==> config.mk <==
export PLATFORM = sky130hd
export DESIGN_NAME = evt_seq_dispatcher
export DESIGN_NICKNAME = d
export VERILOG_FILES = /design/src/rtl/sne_evt_stream_pkg.sv /design/src/rtl/evt_seq_slot.sv /design/src/rtl/evt_seq_dispatcher.sv
export SDC_FILE = /design/constraint.sdc
export NUM_CORES = 1
export LEC_CHECK = 0
export CAP_MARGIN = 10
export CELL_PAD_IN_SITES_DETAIL_PLACEMENT = 2
export CELL_PAD_IN_SITES_GLOBAL_PLACEMENT = 2
export CORE_MARGIN = 3
export CORE_UTILIZATION = 33
export CTS_BUF_LIST = sky130_fd_sc_hd__clkbuf_4 sky130_fd_sc_hd__clkbuf_8
export DETAILED_ROUTE_END_ITERATION = 12
export GPL_TIMING_DRIVEN = 0
export PLACE_DENSITY_LB_ADDON = 0.05
export SLEW_MARGIN = 20
export SYNTH_ARGS = -nofsm -noshare
export SYNTH_HDL_FRONTEND = slang
export SYNTH_SLANG_ARGS = --single-unit
==> constraint.sdc <==
create_clock -name clk_i -period 7.1 [get_ports clk_i]
set_input_delay 0.71 -clock clk_i [delete_from_list [all_inputs] [get_ports clk_i]]
set_output_delay 0.71 -clock clk_i [all_outputs]
set_load 0.05 [all_outputs]
==> src/rtl/sne_evt_stream_pkg.sv <==
`default_nettype none
// ============================================================================
//  Module      : sne_evt_stream_pkg
//  Description : Shared types and sizing helpers for the spike event
//                dispatcher and its per-engine slots.
//  Revision    : 1.0 - initial release
// ============================================================================
package sne_evt_stream_pkg;

  // Lifecycle of one engine slot
  typedef enum logic [1:0] {
    SLOT_IDLE  = 2'd0,
    SLOT_INIT  = 2'd1,
    SLOT_SWEEP = 2'd2,
    SLOT_DRAIN = 2'd3
  } slot_state_e;

  localparam int KERNEL_SIZE_DEFAULT = 3;
  localparam int KERNEL_STEPS        = KERNEL_SIZE_DEFAULT * KERNEL_SIZE_DEFAULT;
  localparam int STEP_WIDTH          = $clog2(KERNEL_STEPS);

  // Number of sweep steps for a given kernel edge length
  function automatic int kernel_steps(input int k);
    return k * k;
  endfunction

  // Step counter width; kept at least one bit for degenerate 1x1 kernels
  function automatic int step_width(input int k);
    return (k * k <= 2) ? 1 : $clog2(k * k);
  endfunction

endpackage
`default_nettype wire

==> src/rtl/evt_seq_slot.sv <==
`default_nettype none
// ============================================================================
//  Module      : evt_seq_slot
//  Description : One engine slot: IDLE -> INIT -> SWEEP -> DRAIN -> IDLE
//                lifecycle, sweep step counter and latched spike ID.
//  Revision    : 1.0 - initial release
// ============================================================================
module evt_seq_slot
  import sne_evt_stream_pkg::*;
#(
  parameter int STREAM_ADDR_WIDTH = 16,
  parameter int KERNEL_SIZE       = 3
) (
  input  logic                         clk,
  input  logic                         rst_n,
  input  logic                         flush,
  input  logic                         load,
  input  logic [STREAM_ADDR_WIDTH-1:0] load_id,
  input  logic                         stall,
  input  logic                         ready,
  output logic                         init,
  output logic                         spike_evt,
  output logic                         grant,
  output logic                         retire,
  output logic                         idle,
  output logic                         busy,
  output logic [STREAM_ADDR_WIDTH-1:0] id
);

  localparam int SWEEP_STEPS = kernel_steps(KERNEL_SIZE);
  localparam int SW          = step_width(KERNEL_SIZE);
  localparam logic [SW-1:0] LAST_STEP = SW'(SWEEP_STEPS - 1);

  slot_state_e                  state_q, state_d;
  logic [SW-1:0]                step_q, step_d;
  logic [STREAM_ADDR_WIDTH-1:0] id_q;

  assign idle = (state_q == SLOT_IDLE);
  assign busy = ~idle;
  assign id   = id_q;

  // Next-state and engine handshake; flush overrides everything
  always_comb begin
    state_d   = state_q;
    step_d    = step_q;
    init      = 1'b0;
    spike_evt = 1'b0;
    grant     = 1'b0;
    retire    = 1'b0;
    case (state_q)
      SLOT_IDLE: begin
        if (load) state_d = SLOT_INIT;
      end
      SLOT_INIT: begin
        init    = 1'b1;
        step_d  = '0;
        state_d = SLOT_SWEEP;
      end
      SLOT_SWEEP: begin
        grant     = ~stall;
        spike_evt = ~stall;
        if (!stall) begin
          step_d = step_q + SW'(1);
          if (step_q == LAST_STEP) state_d = SLOT_DRAIN;
        end
      end
      SLOT_DRAIN: begin
        grant = ready;
        if (ready) begin
          retire  = 1'b1;
          state_d = SLOT_IDLE;
        end
      end
      default: state_d = SLOT_IDLE;
    endcase
    if (flush) begin
      state_d   = SLOT_IDLE;
      init      = 1'b0;
      spike_evt = 1'b0;
      grant     = 1'b0;
      retire    = 1'b0;
    end
  end

  // State, step counter and spike ID registers
  always_ff @(posedge clk) begin
    if (!rst_n) begin
      state_q <= SLOT_IDLE;
      step_q  <= '0;
      id_q    <= '0;
    end else begin
      state_q <= state_d;
      step_q  <= step_d;
      if (load && state_q == SLOT_IDLE) id_q <= load_id;
    end
  end

endmodule
`default_nettype wire

==> src/rtl/evt_seq_dispatcher.sv <==
`default_nettype none
// ============================================================================
//  Module      : evt_seq_dispatcher
//  Description : Round-robin dispatcher of spike IDs onto a bank of
//                kernel-sweep engine slots, with retired-event counter.
//  Revision    : 1.0 - initial release
// ============================================================================
module evt_seq_dispatcher
  import sne_evt_stream_pkg::*;
#(
  parameter int NUM_ENGINES       = 4,
  parameter int STREAM_ADDR_WIDTH = 16,
  parameter int KERNEL_SIZE       = KERNEL_SIZE_DEFAULT,
  parameter int CNT_WIDTH         = 32
) (
  input  logic                                           clk_i,
  input  logic                                           rst_ni,
  input  logic                                           enable_i,
  input  logic                                           flush_i,
  input  logic                                           evt_valid_i,
  input  logic [STREAM_ADDR_WIDTH-1:0]                   evt_id_i,
  output logic                                           evt_ready_o,
  output logic [NUM_ENGINES-1:0]                         eng_init_o,
  output logic [NUM_ENGINES-1:0]                         eng_spike_evt_o,
  output logic [NUM_ENGINES-1:0]                         eng_grant_o,
  output logic [NUM_ENGINES-1:0][STREAM_ADDR_WIDTH-1:0]  eng_id_o,
  input  logic [NUM_ENGINES-1:0]                         eng_stall_i,
  input  logic [NUM_ENGINES-1:0]                         eng_ready_i,
  output logic [NUM_ENGINES-1:0]                         busy_o,
  output logic [CNT_WIDTH-1:0]                           retired_cnt_o
);

  localparam int PTR_WIDTH = $clog2(NUM_ENGINES);

  logic [NUM_ENGINES-1:0] eligible;
  logic [NUM_ENGINES-1:0] load;
  logic [NUM_ENGINES-1:0] retire;
  logic [PTR_WIDTH-1:0]   rr_ptr;
  logic [PTR_WIDTH-1:0]   winner;
  logic                   transfer;
  logic [CNT_WIDTH-1:0]   retire_sum;
  logic [CNT_WIDTH-1:0]   retired_cnt;

  assign evt_ready_o   = enable_i & ~flush_i & (|eligible);
  assign transfer      = evt_valid_i & evt_ready_o;
  assign retired_cnt_o = retired_cnt;

  // First eligible slot at or after rr_ptr, searching cyclically
  always_comb begin
    logic [PTR_WIDTH:0] probe;
    logic               taken;
    winner = rr_ptr;
    taken  = 1'b0;
    probe  = '0;
    for (int k = 0; k < NUM_ENGINES; k++) begin
      probe = {1'b0, rr_ptr} + (PTR_WIDTH+1)'(k);
      if (probe >= (PTR_WIDTH+1)'(NUM_ENGINES))
        probe = probe - (PTR_WIDTH+1)'(NUM_ENGINES);
      if (!taken && eligible[probe[PTR_WIDTH-1:0]]) begin
        winner = probe[PTR_WIDTH-1:0];
        taken  = 1'b1;
      end
    end
  end

  generate
    for (genvar i = 0; i < NUM_ENGINES; i++) begin : g_slot
      assign load[i] = transfer & (winner == PTR_WIDTH'(i));

      evt_seq_slot #(
        .STREAM_ADDR_WIDTH (STREAM_ADDR_WIDTH),
        .KERNEL_SIZE       (KERNEL_SIZE)
      ) u_slot (
        .clk       (clk_i),
        .rst_n     (rst_ni),
        .flush     (flush_i),
        .load      (load[i]),
        .load_id   (evt_id_i),
        .stall     (eng_stall_i[i]),
        .ready     (eng_ready_i[i]),
        .init      (eng_init_o[i]),
        .spike_evt (eng_spike_evt_o[i]),
        .grant     (eng_grant_o[i]),
        .retire    (retire[i]),
        .idle      (eligible[i]),
        .busy      (busy_o[i]),
        .id        (eng_id_o[i])
      );
    end
  endgenerate

  // Popcount of slots retiring this cycle
  always_comb begin
    retire_sum = '0;
    for (int i = 0; i < NUM_ENGINES; i++)
      retire_sum = retire_sum + CNT_WIDTH'(retire[i]);
  end

  // Round-robin pointer advances past each winner
  always_ff @(posedge clk_i) begin
    if (!rst_ni)
      rr_ptr <= '0;
    else if (transfer)
      rr_ptr <= (winner == PTR_WIDTH'(NUM_ENGINES - 1)) ? '0 : winner + PTR_WIDTH'(1);
  end

  // Retired-spike counter, wraps naturally
  always_ff @(posedge clk_i) begin
    if (!rst_ni)
      retired_cnt <= '0;
    else
      retired_cnt <= retired_cnt + retire_sum;
  end

endmodule
`default_nettype wire

### Yosys cells after proc, flatten, opt, wreduce, memory -nomap -nowiden

Cells that the tools add are included.

| word-level totals | value |
|---|---|
| register bits after elaboration | 122 |
| input bits | 29 |
| output and inout bits | 113 |
| logic and storage cells | 203 |

| operators by class | value |
|---|---|
| $add $sub $neg | 16 |
| order comparisons | 8 |
| eq/ne operators | 35 |
| multiplexer cells | 84 |
| bitwise gates (word level) | 17 |
| reduce and logical (&&, ||, !) cells | 29 |

Operators with widths:

| cell | number |
|---|---|
| 2-to-1 mux 2 bit | 25 |
| 2-to-1 mux 1 bit | 39 |
| adder 32 x 4 -> 32 bit | 1 |
| case mux 2 bit (4 select lines) | 4 |
| case mux 4 bit (2 select lines) | 4 |
| == test 2 bit (second input constant) | 10 |
| adder 4 x 1 -> 4 bit (second input constant) | 4 |
| == test 4 bit (second input constant) | 4 |
| 2-to-1 mux 4 bit | 4 |
| inequality test 2 x 1 -> 1 bit (second input constant) | 8 |
| inequality test 2 bit (second input constant) | 8 |
| AND reduction 4 bit | 4 |
| < comparator 2 x 3 -> 1 bit (second input constant) | 4 |
| == test 2 x 1 -> 1 bit (second input constant) | 5 |
| zero test 2 bit | 5 |
| NOT 1 bit | 10 |
| >= comparator 3 bit (second input constant) | 3 |
| binary-select mux 1 bit (select 2 bit) | 4 |
| case mux 1 bit (2 select lines) | 4 |
| AND reduction 2 bit | 4 |
| nonzero test 2 bit | 4 |
| subtractor 2 x 1 -> 2 bit (second input constant) | 4 |
| bitwise AND 1 bit | 7 |
| logical AND 1 bit | 7 |
| 10 further kinds | 13 |

### Depth between registers and ports, before layout

Gate-level depths: netlist of run 1.

| logic depth | value |
|---|---|
| depth in word-level cells | 18 |
| gate-level depth with buffers | 13 |
| gate-level depth less buffers | 11 |

### Modules after synthesis

A second synthesis of run 1 with hierarchy kept.

| second synthesis, totals | value |
|---|---|
| cell total of the unflattened synthesis | 721 |
| area total of the unflattened synthesis | 5948.2 um^2 |

Modules (own cells, without submodules):

| module | instances | cells each | area each (um^2) | seq. area each (um^2) |
|---|---|---|---|---|
| evt_seq_slot | 4 | 125 | 1018.5 | 440.4 |
| evt_seq_dispatcher | 1 | 221 | 1874.3 | 680.7 |

### Least setup slack after synthesis of run 1

No wires, ideal clock.

| timing path | value |
|---|---|
| path type | input to register |
| start | input flush_i |
| end | register retired_cnt[18], in the netlist retired_cnt_o[18] |
| library setup time | 0.070 ns |
| data arrival time | 3.381 ns |
| data required time | 7.030 ns |
| setup slack | 3.649 ns |
| cell stages on the path | 10 |
| path buffers | 1 |
| cells stage by stage | clkbuf_1 nand3b_1 fa_1 fa_1 inv_1 fa_1 nand2_1 or4_1 or4_1 a21oi_1 |

| on the way | value |
|---|---|
| cells in the longest elaborated chain, start to end | 5 |
| elaborated cells between the ends (all ways) | 8 |
| classes of those cells | add/sub (4); mux (4) |

Ends and longest elaborated chain:

| item | RTL line | source |
|---|---|---|
| from (decl) | evt_seq_dispatcher.sv:19 | `input logic flush_i,` |
| 2-to-1 mux 1 bit | evt_seq_slot.sv:76 | `if (flush) begin` |
| adder 1 x 1 -> 2 bit | evt_seq_dispatcher.sv:96 | `retire_sum = retire_sum + CNT_WIDTH'(retire[i]);` |
| adder 2 x 1 -> 3 bit | evt_seq_dispatcher.sv:96 |  |
| adder 3 x 1 -> 4 bit * | evt_seq_dispatcher.sv:96 |  |
| adder 32 x 4 -> 32 bit * | evt_seq_dispatcher.sv:112 | `retired_cnt <= retired_cnt + retire_sum;` |
| to (signal assigned) | evt_seq_dispatcher.sv:112 |  |
| to (decl) | evt_seq_dispatcher.sv:42 | `logic [CNT_WIDTH-1:0] retired_cnt;` |

Mark *: on every way between the ends. The rest lies on a longest branch, timed or not.
A chain may end at the register's enable or synchronous reset.

### Worst setup path after layout of run 1

Ends and elaborated chain as after synthesis.

==> results of run 1 <==
power groups by stage:
stage,clock (W),sequential (W),combinational (W)
after CTS,0.000707,0.000692,0.000103
after floorplan,0,0.000723,0.0000362
after detailed placement,0,0.000708,0.000102
final,0.000688,0.000692,0.000102
after global placement,0,0.000708,0.0000991
after global routing,0.000737,0.000693,0.000110
layout make-up:
| class | count | area [sq um] | area share, % |
|---|---|---|---|
| plain buffers | 51 | 263 | 3.30 |
| clock inverters | 14 | 198 | 2.48 |
| clock buffers | 17 | 234 | 2.94 |
| repair buffers | 139 | 1390 | 17.5 |
| inverters | 32 | 120 | 1.51 |
| multi-input cells | 455 | 3040 | 38.1 |
| well taps | 225 | 282 | 3.53 |
| flip-flops and latches | 122 | 2440 | 30.7 |
routing by layer:
layer | vias up | share of wire [%] | global-route usage, %
li1 | 2617 | - | -
met1 | 2729 | 43 | 25.7
met2 | 111 | 51 | 37.9
met3 | 35 | 3.3 | 4.60
met4 | 0 | 2.6 | 7.62
met5 | - | 0 | 0
synth_stat cells, drive strengths merged, types with 2 or more instances:
cell type	n
o211a	4
a31oi	5
a32oi	4
xor2	5
nor2	81
and2	5
nand4bb	4
xnor2	3
nand2b	2
a2111oi	3
buf	22
inv	32
nand3	7
and4b	4
o21ai	26
nor2b	14
nor4	2
or4	15
clkbuf	29
fa	3
and4	5
a211oi	2
and3	2
mux2i	53
or3	8
nand2	57
ha	33
o2111ai	3
nor3	12
nand3b	4
nand4b	4
a21oi	45
nand4	13
a221oi	3
dfxtp	122
o31ai	12
state kept, by name, summed over array words and instances, names as in the netlist:
name                   cells
rr_ptr                     2
g_slot.u_slot.id          64
g_slot.u_slot.step_q      16
retired_cnt_o             32
g_slot.u_slot.state_q      8
logic make-up (layout without fill, tap and decap cells):
group	count (synthesis)	after routing
simple gates	240	240
flops	122	122
compound gates	118	118
buf+inv	83	253
mux	53	53
fa+ha+maj	36	36
xor+xnor	8	8
worst paths after layout:
kind	end	slack, ns	start	depth (start not counted)
hold / removal	g_slot[0].u_slot.id[4]	0.47	g_slot[0].u_slot.id[4]	2
setup reg to reg	retired_cnt_o[18]	3.62	g_slot[0].u_slot.state_q[0]	10
setup / recovery	retired_cnt_o[18]	2.91	flush_i	11
hold reg to reg	g_slot[0].u_slot.id[4]	0.47	g_slot[0].u_slot.id[4]	2
worst min-delay path: stages (launching register included):
cell     delay [ns]
dfxtp_1        0.31
nand2_1        0.06
a21oi_1        0.06
stage by stage:
stage	utilization (%)	cells	total power, W
global placement	43.4	1024	0.000807
global route	45.9	1055	0.00154
floorplan	-	660	0.000759
CTS	45.9	1055	0.00150
finish	45.9	1055	0.00148
detailed placement	43.4	1024	0.000811
==> flow_metrics.tcl, run 1 <==
set metrics [dict create \
    nNetsFinal 883 \
    timing.slew.headroom_pct 43.2 \
    maxCapViolCount 0 \
    layout.cells.most_common_list "139 x clkdlybuf4s50_1, 122 x dfxtp_1, 81 x nor2_1" \
    clock_path_buffers 2 \
    hp-class "reg2reg" \
    fin_setup_tns_ns 0 \
    grt_pass1_wl_um 33200 \
    critical-path-slowest-cell "clkdlybuf4s50_1" \
    cts_inserted_buffers 17 \
    peakVddDrop_v 0.000103 \
    worst_pin_slew_ns 0.852 \
    fin_ws_ns 2.91 \
    grt_max_degree 17 \
    crit_buf_inv 3 \
    synth_simple_gate_area_share_pct 20.9 \
    async_flop_share_pct 0 \
    die_y_um 139 \
    critPathKind "in2reg" \
    arrival_ns 4.56 \
    p_seq_share_pct 46.7 \
    power_frac_clock_pct 46.4 \
    setup_viol 0 \
    max_freq_mhz 239 \
    numPortBuffers 139 \
    track_usage_pct 21.5 \
    p_sw_share_pct 25.4 \
    start_kind "input pin" \
    drt-wirelength-per-cell_um 19.8 \
    core_region_area_sq_um 17400 \
    root_buffer "clkbuf_8" \
    vias 5492 \
    clk_pin_slew_ns 0.08 \
    grt_pass1_vias 6084 \
    max_stage_delay_ns 0.59 \
    synth.ff_latch_count 122 \
    finalInstanceArea_sq_um 7970 \
    avgSynthCellArea_sq_um 8.88 \
    dp_hpwl_um 15600 \
    synth-compound-area-share_pct 12.6 \
    routed_wl_um 20900 \
    switching_power_w 0.000377 \
    fillers 1875 \
    gp_congestion 0.789 \
    final_antenna_net_count 0 \
    syn-num-nets 725 \
    htreeDepth 4 \
    io_pins 142 \
    place_area_sq_um 7530 \
    crit_chain "clkdlybuf4s50_1, clkbuf_1, nand3b_1, fa_1, fa_1, inv_1, fa_1, nand2_1, or4_1, or4_1, a21oi_1" \
    drtPass1Iterations 4 \
    power.leakage_nw 3.21 \
    first_iter_violations 165 \
    clock_skew_ns 0.0181 \
    die-area_sq_um 19400 \
    synth_xor_area_share_pct 1.20 \
    p_int_w 0.00111 \
    min_period_ns 4.19 \
    path_delay_family "simple AND/OR/NAND/NOR gates" \
    comb_power_share_pct 6.9 \
    hold_viol_final 0 \
    crit_path_max_fanout 10 \
    synth_area_leaders "dfxtp_1 42%, mux2i_1 9.1%, ha_1 7.0%, nor2_1 5.2%, a21oi_1 3.8%" \
    finalCritPeriodShare_pct 59.0 \
    insertion_delay_ns 0.45 \
    syn_inst 660 \
    layout_commonest_cell "clkdlybuf4s50_1" \
    clkSinkCount 122 \
    synth_edf_count 0 \
    preCtsSetupSlack_ns 2.48 \
    synthFlopType "dfxtp_1" \
    start_util_pct 33.8 \
    timing.hold.ws_ns 0.470 \
    cts_tree "built" \
    final-max-slew-violation-count 0 \
    drive_gt1_share_pct 6.51 \
    drcViolationCount 0 \
    die_x_um 139 \
    path_common_cell "fa_1" \
    synth_fa_ha_area_share_pct 8.07 \
    cp_data_required_time_ns 7.47 \
    overflow 0 \
    cts_setup_buffers 0 \
    powerDensity_nw_per_um2 186 \
    synth_top_area_share_pct 41.7 \
    synth.mux.area_fraction_pct 9.05 \
    n_antenna_cell 0 \
    netlist_area_sq_um 5860 \
    vias_per_cell 5.21 \
    synth_top_family_by_area "simple AND/OR/NAND/NOR gates" \
    rsz0062_at_grt "no" \
    antenna_found_initial 0 \
    cts_resized 0 \
    yosysWarnings 0 \
    status "complete, no violations" \
    hold_buffers 0 \
    area_growth_pct 35.9 \
    rows 48 \
    critPathCaptureType "flip-flop" \
    synth_top_cell_by_area "dfxtp_1" \
    ys_types 54 \
    ys_seq_area_share_pct 41.7 \
]
No activity file was read; power rests on OpenSTA's default activity.
==> run 2: changes to the inputs <==
--- a/config.mk
+++ b/config.mk
@@ -9,7 +9,7 @@
 export CELL_PAD_IN_SITES_DETAIL_PLACEMENT = 2
 export CELL_PAD_IN_SITES_GLOBAL_PLACEMENT = 2
 export CORE_MARGIN = 3
-export CORE_UTILIZATION = 33
+export CORE_UTILIZATION = 27
 export CTS_BUF_LIST = sky130_fd_sc_hd__clkbuf_4 sky130_fd_sc_hd__clkbuf_8
 export DETAILED_ROUTE_END_ITERATION = 12
 export GPL_TIMING_DRIVEN = 0
==> constraint.sdc (replaced) <==
create_clock -name clk_i -period 3.37 [get_ports clk_i]
set_input_delay 0.337 -clock clk_i [delete_from_list [all_inputs] [get_ports clk_i]]
set_output_delay 0.337 -clock clk_i [all_outputs]
set_load 0.05 [all_outputs]
==> run 2 against run 1 <==
Compared with the run above: first-iteration DRC count decreased by 22%; non-clock buffer count increased by 7; largest cell class unchanged; sequential share of layout area decreased by 0.65 points; register-to-register slack got worse by 3.4 ns; core utilization decreased by 7.4 points; worst setup slack got worse by 2.7 ns.
==> flow_metrics.tcl, run 2 (synthesis results as in run 1) <==
set metrics [dict create \
    setup_viol 0 \
    timing.slew.headroom_pct 37.4 \
    htreeDepth 4 \
    routed_wl_um 21100 \
    die_y_um 153 \
    peakVddDrop_v 0.000206 \
    clock_skew_ns 0.0142 \
    nNetsFinal 890 \
    drcViolationCount 0 \
    max_stage_delay_ns 0.54 \
    crit_path_max_fanout 7 \
    multiInputGateArea_sq_um 3060 \
    grt_pass1_vias 6117 \
    finalCritPeriodShare_pct 94.7 \
    gp_congestion 0.806 \
    layout_commonest_cell "clkdlybuf4s50_1" \
    hold_buffers 0 \
    io_pins 142 \
    cts_inserted_buffers 17 \
    dp.cells 1074 \
    grt_pass1_wl_um 33700 \
    grt_max_degree 17 \
    root_buffer "clkbuf_8" \
    cp_data_required_time_ns 3.75 \
    worst_pin_slew_ns 0.939 \
    whs_path_depth 2 \
    crit_buf_inv 1 \
    arrival_ns 3.57 \
    cts_tree "built" \
    vias_per_cell 4.89 \
    overflow 0 \
    power.leakage_nw 3.28 \
    antenna_found_initial 2 \
    place_area_sq_um 7600 \
    drt-wirelength-per-cell_um 19.0 \
    path_common_cell "fa_2" \
    status "complete, no violations" \
    seq_area_sq_um 2440 \
    min_period_ns 3.19 \
    core_region_area_sq_um 21200 \
    maxCapViolCount 0 \
    drive_gt1_share_pct 9.07 \
    vias 5450 \
    critPathCaptureType "flip-flop" \
    drtPass1Iterations 4 \
    fillers 2330 \
    rows 53 \
    area_growth_pct 39.0 \
    die-area_sq_um 23500 \
    crit_chain "ha_2, nand3b_1, fa_1, fa_2, inv_1, fa_2, nand2_2, or4_4, or4_1, a21oi_1" \
    final_antenna_net_count 0 \
    max_freq_mhz 313 \
    insertion_delay_ns 0.45 \
    hp-class "reg2reg" \
    crit_cells 10 \
    dp_hpwl_um 15800 \
    track_usage_pct 18.0 \
    start_util_pct 27.7 \
    finalInstanceArea_sq_um 8150 \
    stdcell_count 1115 \
    hold_viol_final 0 \
    ff2ff_path_depth 10 \
    clkSinkCount 122 \
    largest_reg_flops 64 \
    numPortBuffers 139 \
    finalPower_w 0.00319 \
    clock_path_buffers 2 \
    layout.cells.most_common_list "138 x clkdlybuf4s50_1, 120 x dfxtp_1, 81 x nor2_1" \
    powerDensity_nw_per_um2 392 \
    final-max-slew-violation-count 0 \
    first_iter_violations 129 \
    start_kind "flip-flop" \
    die_x_um 153 \
    path_delay_family "adder cells" \
    clk_pin_slew_ns 0.08 \
    r2r_slack_ns 0.18 \
    critical-path-slowest-cell "fa_1" \
    critPathKind "reg2reg" \
]
## run 2: cell count changes in the layout (fill, tap and decap cells not counted), sizes merged
cell,delta
clkinvlp,-4
inv,+5
dlygate4sd2,+1
clkdlybuf4s50,-1
buf,+8
diode,+2
clkinv,-1
## run 2: final cells by class
| type | count | share of cell area [%] |
|---|---|---|
| well taps | 275 | 4.22 |
| clock inverters | 14 | 2.56 |
| inverters | 32 | 1.47 |
| plain buffers | 50 | 3.33 |
| multi-input cells | 455 | 37.6 |
| repair buffers | 147 | 17.8 |
| clock buffers | 18 | 2.96 |
| flip-flops and latches | 122 | 30.0 |
| diodes | 2 | 0.0614 |
## run 2: worst min-delay path, stage by stage, from the launching register on
cell and delay (ns):
dfxtp_1 0.32, nand2_1 0.05, a21oi_1 0.05
## run 2: per-layer routing
| layer | track usage (%) | up-vias | share of wire (%) | routed length [um] |
|---|---|---|---|---|
| met2 | 32.2 | 87 | 52 | 10900 |
| met3 | 3.85 | 19 | 3.2 | 670 |
| met1 | 21.7 | 2708 | 44 | 9280 |
| met4 | 5.26 | 0 | 1.4 | 291 |
| li1 | - | 2636 | - | - |
| met5 | 0 | - | 0 | 0 |
## run 2: what timing repair did
action | 4_1_cts | 5_1_grt
pin swaps | 1 | 3
hold endpoints to repair | 0 | 0
setup endpoints to repair | 23 | 35
resized for setup | 8 | 10
buffers inserted | 4 | 4
## run 2: metrics by stage
step                      utilization [%]  setup slack [ns]  hold WS, ns  TNS (ns)
final                                38.5             0.180        0.465         0
after global routing                 38.5          -0.00242        0.493  -0.00242
after CTS                            38.3            0.0651        0.466         0
after detailed placement             35.9            -0.887        0.453    -15.45
after global placement               35.9            -0.771        0.444    -12.66
after floorplan                         -             0.213        0.473         0
## run 2: worst paths after layout
| path | start | end |
|---|---|---|
| worst min-delay path | g_slot[0].u_slot.id[8] | g_slot[0].u_slot.id[8] |
| worst max-delay path | g_slot[0].u_slot.state_q[0] | retired_cnt_o[18] |
| worst min register to register | g_slot[0].u_slot.id[8] | g_slot[0].u_slot.id[8] |
| worst max register to register | g_slot[0].u_slot.state_q[0] | retired_cnt_o[18] |
## run 2: report_power, final
part	switching [W]	leakage, nW	internal (W)
clock	0.000682	0.225	0.000834
sequential	0.00000702	0.984	0.00145
combinational	0.000140	2.07	0.0000754
total	0.000830	3.28	0.00236
